<file path="config.mk">
export PLATFORM = sky130hd
export DESIGN_NAME = atmospheric_light_inverter
export DESIGN_NICKNAME = d
export VERILOG_FILES = /design/src/rtl/atmospheric_light_inverter.sv
export SDC_FILE = /design/constraint.sdc
export NUM_CORES = 1
export LEC_CHECK = 0
export ABC_AREA = 1
export CAP_MARGIN = 20
export CORE_UTILIZATION = 25
export CTS_CLUSTER_SIZE = 30
export DETAILED_ROUTE_END_ITERATION = 7
export PLACE_DENSITY_LB_ADDON = 0.15
export SYNTH_ARGS = -nofsm -noshare
export SYNTH_HDL_FRONTEND = slang
export SYNTH_SLANG_ARGS = --single-unit
</file>
<file path="constraint.sdc">
create_clock -name clk -period 7.7 [get_ports clk]
set_clock_uncertainty 0.15 [all_clocks]
set_input_delay 2.31 -clock clk [delete_from_list [all_inputs] [get_ports clk]]
set_output_delay 2.31 -clock clk [all_outputs]
set_load 0.02 [all_outputs]
</file>
<file path="src/rtl/atmospheric_light_inverter.sv">
// atmospheric_light_inverter: computes floor(65536/A) for three channels with one shared restoring divider
module atmospheric_light_inverter (
  input  logic        clk,
  input  logic        rst,
  input  logic        start,
  input  logic [7:0]  A_R,
  input  logic [7:0]  A_G,
  input  logic [7:0]  A_B,
  output logic [15:0] Inv_R,
  output logic [15:0] Inv_G,
  output logic [15:0] Inv_B,
  output logic        busy,
  output logic        done
);
  localparam logic [15:0] INV_MAX = 16'd65535;
  typedef enum logic [1:0] {IDLE, DIV, DONE} state_t;
  state_t      state_q, state_d;
  logic [1:0]  ch_q, ch_d;
  logic [8:0]  rem_q, rem_d, rem_n;
  logic [16:0] quo_q, quo_d, quo_n;
  logic [4:0]  step_q, step_d;
  logic [7:0]  ar_q, ar_d, ag_q, ag_d, ab_q, ab_d, div;
  logic [15:0] hold_r_q, hold_r_d, hold_g_q, hold_g_d, res;
  logic [15:0] inv_r_q, inv_r_d, inv_g_q, inv_g_d, inv_b_q, inv_b_d;
  logic [9:0]  t;
  logic        ge;
  always_comb begin
    state_d  = state_q;
    ch_d     = ch_q;
    rem_d    = rem_q;
    quo_d    = quo_q;
    step_d   = step_q;
    ar_d     = ar_q;
    ag_d     = ag_q;
    ab_d     = ab_q;
    hold_r_d = hold_r_q;
    hold_g_d = hold_g_q;
    inv_r_d  = inv_r_q;
    inv_g_d  = inv_g_q;
    inv_b_d  = inv_b_q;
    div      = ch_q == 2'd0 ? ar_q : ch_q == 2'd1 ? ag_q : ab_q;
    // dividend 0x10000 has a single one, at bit 16
    t        = {rem_q, step_q == 5'd16};
    ge       = t >= {2'b0, div};
    rem_n    = ge ? 9'(t - {2'b0, div}) : t[8:0];
    quo_n    = 17'({quo_q, ge});
    res      = quo_n[16] ? INV_MAX : quo_n[15:0];
    case (state_q)
      IDLE: if (start) begin
        state_d = DIV;
        ar_d    = A_R;
        ag_d    = A_G;
        ab_d    = A_B;
        ch_d    = 2'd0;
        rem_d   = '0;
        quo_d   = '0;
        step_d  = 5'd16;
      end
      DIV: begin
        rem_d  = rem_n;
        quo_d  = quo_n;
        step_d = step_q - 5'd1;
        if (step_q == 5'd0) begin
          rem_d  = '0;
          quo_d  = '0;
          step_d = 5'd16;
          ch_d   = ch_q + 2'd1;
          if (ch_q == 2'd0) hold_r_d = res;
          if (ch_q == 2'd1) hold_g_d = res;
          if (ch_q == 2'd2) begin
            inv_r_d = hold_r_q;
            inv_g_d = hold_g_q;
            inv_b_d = res;
            ch_d    = 2'd0;
            state_d = DONE;
          end
        end
      end
      default: state_d = IDLE;
    endcase
  end
  always_ff @(posedge clk or posedge rst) begin
    if (rst) begin
      state_q  <= IDLE;
      ch_q     <= '0;
      rem_q    <= '0;
      quo_q    <= '0;
      step_q   <= '0;
      ar_q     <= '0;
      ag_q     <= '0;
      ab_q     <= '0;
      hold_r_q <= '0;
      hold_g_q <= '0;
      inv_r_q  <= '0;
      inv_g_q  <= '0;
      inv_b_q  <= '0;
    end else begin
      state_q  <= state_d;
      ch_q     <= ch_d;
      rem_q    <= rem_d;
      quo_q    <= quo_d;
      step_q   <= step_d;
      ar_q     <= ar_d;
      ag_q     <= ag_d;
      ab_q     <= ab_d;
      hold_r_q <= hold_r_d;
      hold_g_q <= hold_g_d;
      inv_r_q  <= inv_r_d;
      inv_g_q  <= inv_g_d;
      inv_b_q  <= inv_b_d;
    end
  end
  assign Inv_R = inv_r_q;
  assign Inv_G = inv_g_q;
  assign Inv_B = inv_b_q;
  assign busy  = state_q != IDLE;
  assign done  = state_q == DONE;
endmodule

</file>
# [Word level (Yosys, flattened, before mapping)]
# Cells that the tools add are included.
[totals] register_bits=138 wordCells=58 out_inout_bits=50 input_bits=27
[classes] n_mux=21 reduce_logical=12 magnitude_cmp=1 eq_ne=8 addsub=3
[op_table] op="2-to-1 mux 16 bit" count=3
[op_table] op="one-hot mux 16 bit (2 select lines)" count=1
[op_table] op="2-to-1 mux 9 bit" count=3
[op_table] op="one-hot mux 9 bit (2 select lines)" count=1
[op_table] op="2-to-1 mux 8 bit" count=2
[op_table] op="AND reduction 3 bit" count=5
[op_table] op="2-to-1 mux 2 bit" count=6
[op_table] op="greater-or-equal comparator 10 x 8 -> 1 bit" count=1
[op_table] op="2-to-1 mux 5 bit" count=2
[op_table] op="one-hot mux 5 bit (2 select lines)" count=1
[op_table] op="subtractor 9 x 8 -> 9 bit" count=1
[op_table] op="one-hot mux 2 bit (2 select lines)" count=2
[op_table] op="inequality test 2 bit, second input constant" count=3
[op_table] op="equality test 5 bit, second input constant" count=1
[op_table] op="logical NOT 5 bit" count=1
[op_table] op="subtractor 5 x 1 -> 5 bit, second input constant" count=1
[op_table] op="equality test 2 x 1 -> 1 bit, second input constant" count=2
[op_table] op="equality test 2 bit, second input constant" count=2
[op_table] op="logical NOT 2 bit" count=2
[op_table] op="AND reduction 2 bit" count=2
[op_table] op="nonzero test 2 bit" count=2
[op_table] op="adder 2 x 1 -> 2 bit, second input constant" count=1

# [Depth between registers and ports, before layout]
[logic_depth] word_depth=7 depth_mapped=17 mapped_depth_nobuf=17

# [Worst setup path after synthesis]
# OpenSTA, ideal clock, no wires.
[synth_timing] path_type="input to register" startpoint="input start" endpoint="register quo_q[10]" stages=4 slack_ns=4.315 path_buffers=1 required_time_ns=7.467 arrival_ns=3.152 setup_time_ns=0.083 path_cell_list="o21ai_1 -> clkinv_1 -> clkbuf_1 -> o22ai_1"
[synth_between] elab_chain_cells=2
[synth_rtl] item="start: declaration" line="5" text="input logic start,"
[synth_rtl] item="inequality test 2 bit (no line)"
[synth_rtl] item="AND reduction 2 bit (no line)"
[synth_rtl] item="end signal: assignment" line="101" text="quo_q <= quo_d;"
[synth_rtl] item="end: declaration" line="20" text="logic [16:0] quo_q, quo_d, quo_n;"
# No other way between the ends.
# A chain may end at the register's enable or synchronous reset.

# [Final worst setup path]
[layout_timing] startpoint="register state_q[1]" endpoint="output done"
[layout_between] elab_chain_cells=1
[layout_rtl] item="start: declaration" line="17" text="state_t state_q, state_d;"
[layout_rtl] item="start signal: assignment" line="98" text="state_q <= state_d;"
[layout_rtl] item="equality test 2 bit" line="117" text="assign done = state_q == DONE;"
[layout_rtl] item="end: declaration" line="13" text="output logic done"
# No other way between the ends.

==> impl_metrics.json <==
{
  "status": "complete, no violations",
  "place_hpwl_mm": 9.957,
  "gr-total-overflow": 0,
  "io_buffers": 76,
  "clk_pin_slew_ns": 0.06,
  "synth_top_family_by_area": "simple AND/OR/NAND/NOR gates",
  "setup_tns_ns": 0,
  "row_count": 55,
  "muxShareOfSynthArea": 0.04581,
  "worstSetupPathType": "reg2out",
  "fill_cells": 2393,
  "track_usage": 0.1292,
  "min_period_ns": 4.106,
  "clk_path_buf_depth": 2,
  "synth_warnings": 0,
  "cp_max_fo": 4,
  "worstSetupEndpointType": "output pin",
  "ioPinCount": 77,
  "setup_viol": 0,
  "required_ns": 5.24,
  "synth_area_leader_cell": "dfrtp_1",
  "yosysTopAreaCellShare": 0.5854,
  "wire_per_inst_um": 13.78,
  "cts_tree": "yes",
  "drtIter0Drc": 211,
  "synth_compound_gate_area_share": 0.07953,
  "core_area_um2": 22920,
  "vias_per_cell": 4.264,
  "synth_seq_cells": 138,
  "cts-resized-gates": 0,
  "most-common-layout-cells": "nand2_1 (220), dfrtp_1 (138), clkdlybuf4s50_1 (76)",
  "powerDensity_nw_per_um2": 475.9,
  "slew_viol_final": 0,
  "nets": 755,
  "routed_wl_mm": 14.36,
  "max_cap_viol_count": 0,
  "fmax_mhz": 243.5,
  "syn2layout_area_growth_pct": 28.97,
  "hold_viol_final": 0,
  "gp_congestion": 0.7546,
  "postCtsHoldBufs": 0,
  "drive_gt1_frac": 0.1001,
  "root_buffer": "clkbuf_16",
  "fin_crit_sh": 0.5333,
  "slew_headroom": 0.3794,
  "postLayoutCoreUtil": 0.3320,
  "cts.sinks": 138,
  "grt_pass1_vias": 4536,
  "synth-simple-area-share": 0.1985,
  "slowest_delay_ns": 0.61,
  "layout_commonest_cell": "nand2_1",
  "syn_nets": 678,
  "power_leakage_uw": 0.003670,
  "antenna_found_initial": 0,
  "ys_types": 31,
  "initial_core_util": 0.2574,
  "synth_area_um2": 5899,
  "synth_xor_area_frac": 0.007423,
  "synthCells": 640,
  "crit_chain": "inv_1 -> nor2_1 -> clkdlybuf4s50_1",
  "drc_errors": 0,
  "grt_pass1_wl_mm": 23.88,
  "async_flop_share": 1.000,
  "synthTopCellsByArea": "dfrtp_1 (59%), nand2_1 (14%), mux2_2 (4.6%), inv_1 (3.3%), nor2_1 (2.9%)",
  "cts_inserted_buffers": 17,
  "worst-path-buf-inv": 2,
  "die_h_um": 155.6,
  "rsz0062_at_grt": "no",
  "fp.dieW_um": 155.6,
  "htreeDepth": 4,
  "dr_total_vias": 4443,
  "syn_avg_cell_area_um2": 9.218,
  "dieArea_um2": 24220,
  "hold_class": "reg2reg",
  "grt_max_degree": 90,
  "max_slew.worst_pin.slew_ns": 0.9286,
  "critical_path.top_delay_family": "buffers and inverters",
  "start_kind": "flop",
  "final_antenna_net_count": 0,
  "vdd_drop_max_mv": 0.1469,
  "drt_pass1_iterations": 4,
  "synth_seq_area_share": 0.5854,
  "clk_latency_ns": 0.42,
  "arrival_ns": 1.65,
  "synth_edf_count": 0,
  "diodes": 0,
  "synthFlopType": "dfrtp_1",
  "crit_slowest_cell": "clkdlybuf4s50_1",
  "synth_fa_ha_area_frac": 0.02460,
  "post-cts-setup-buffers": 0
}
[worst register-to-register path, delay by kind of cell, from the launching register on]
| family | cells | cell delay [ns] |
|---|---|---|
| adders and majority gates | 2 | 0.59 |
| and+or+nand+nor | 8 | 1.51 |
| buffers and inverters | 2 | 0.25 |
| DFF | 1 | 0.63 |
| AOI/OAI and AO/OA | 1 | 0.13 |
[cell type report]
class	count	area (µm²)	share of cell area
repair buffers	82	833.3	0.1095
inverters	58	222.7	0.02927
multi-input cells	420	2100	0.2759
clock inverters	12	165.2	0.02171
clock buffers	19	442.9	0.05821
flip-flops and latches	138	3453	0.4539
well taps	313	391.6	0.05147
[synth_stat cells, drive strengths merged (2+ instances only)]
library cell    n
a21oi          25
a22o            2
buf            18
clkbuf          6
dfrtp         138
ha             10
inv            57
mux2           24
nand2         221
nand3          20
nor2           49
nor3            2
o21ai          38
o21bai          2
o22ai          18
xnor2           3
xor2            2
[worst paths after layout]
kind / slack, ns / cells after the start / endpoint / from
worst max-delay path: 3.59 / 3 / done / state_q[1]
worst min-delay path: 0.32 / 2 / Inv_G[4] / Inv_G[4]
worst max register to register: 4.28 / 13 / hold_g_q[0] / ch_q[1]
worst min register to register: 0.32 / 2 / Inv_G[4] / Inv_G[4]
max in group asynchronous: 4.03 / 3 / Inv_R[13] / rst
min in group asynchronous: 2.23 / 2 / rem_q[6] / rst
[sequential cells by signal, summed over array words and instances (netlist names)]
| name | count |
|---|---|
| ab_q | 8 |
| step_q | 5 |
| ar_q | 8 |
| Inv_G | 16 |
| Inv_R | 16 |
| ch_q | 2 |
| quo_q | 16 |
| rem_q | 9 |
| state_q | 2 |
| hold_g_q | 16 |
| Inv_B | 16 |
| ag_q | 8 |
| hold_r_q | 16 |
[cells by family after synthesis]
family / Yosys count
simple gates: 294
flops: 138
compound gates: 86
buf+inv: 82
mux: 24
fa+ha+maj: 11
xor+xnor: 5
[per-stage QoR]
step	hold slack (ns)	worst slack [ns]	instances	total power [µW]	area [µm²]
2_1_floorplan	0.2926	1.544	640	2275	5899
3_5_place_dp	0.3121	3.098	1008	2796	6950
5_1_grt	0.3445	3.515	1042	3938	7609
6_report	0.3208	3.594	1042	3621	7609
3_3_place_gp	0.3067	3.222	1008	2762	6950
4_1_cts	0.3263	3.545	1039	3667	7559
[where the power goes]
part / internal, µW / leakage [µW] / switching, µW
clock: 522 / 0.000292 / 328
combinational: 623 / 0.00164 / 904
sequential: 1050 / 0.00174 / 199
total: 2190 / 0.00367 / 1430
[routing by layer]
metal  GRT usage  share of wire  up-vias
li1            -              -     2191
met1      0.1663           0.47     2126
met2      0.2112           0.47      108
met3     0.03667          0.045       18
met4     0.03688          0.010        0
met5           0              0        -
Note: power is estimated with default switching activity, not from simulation.
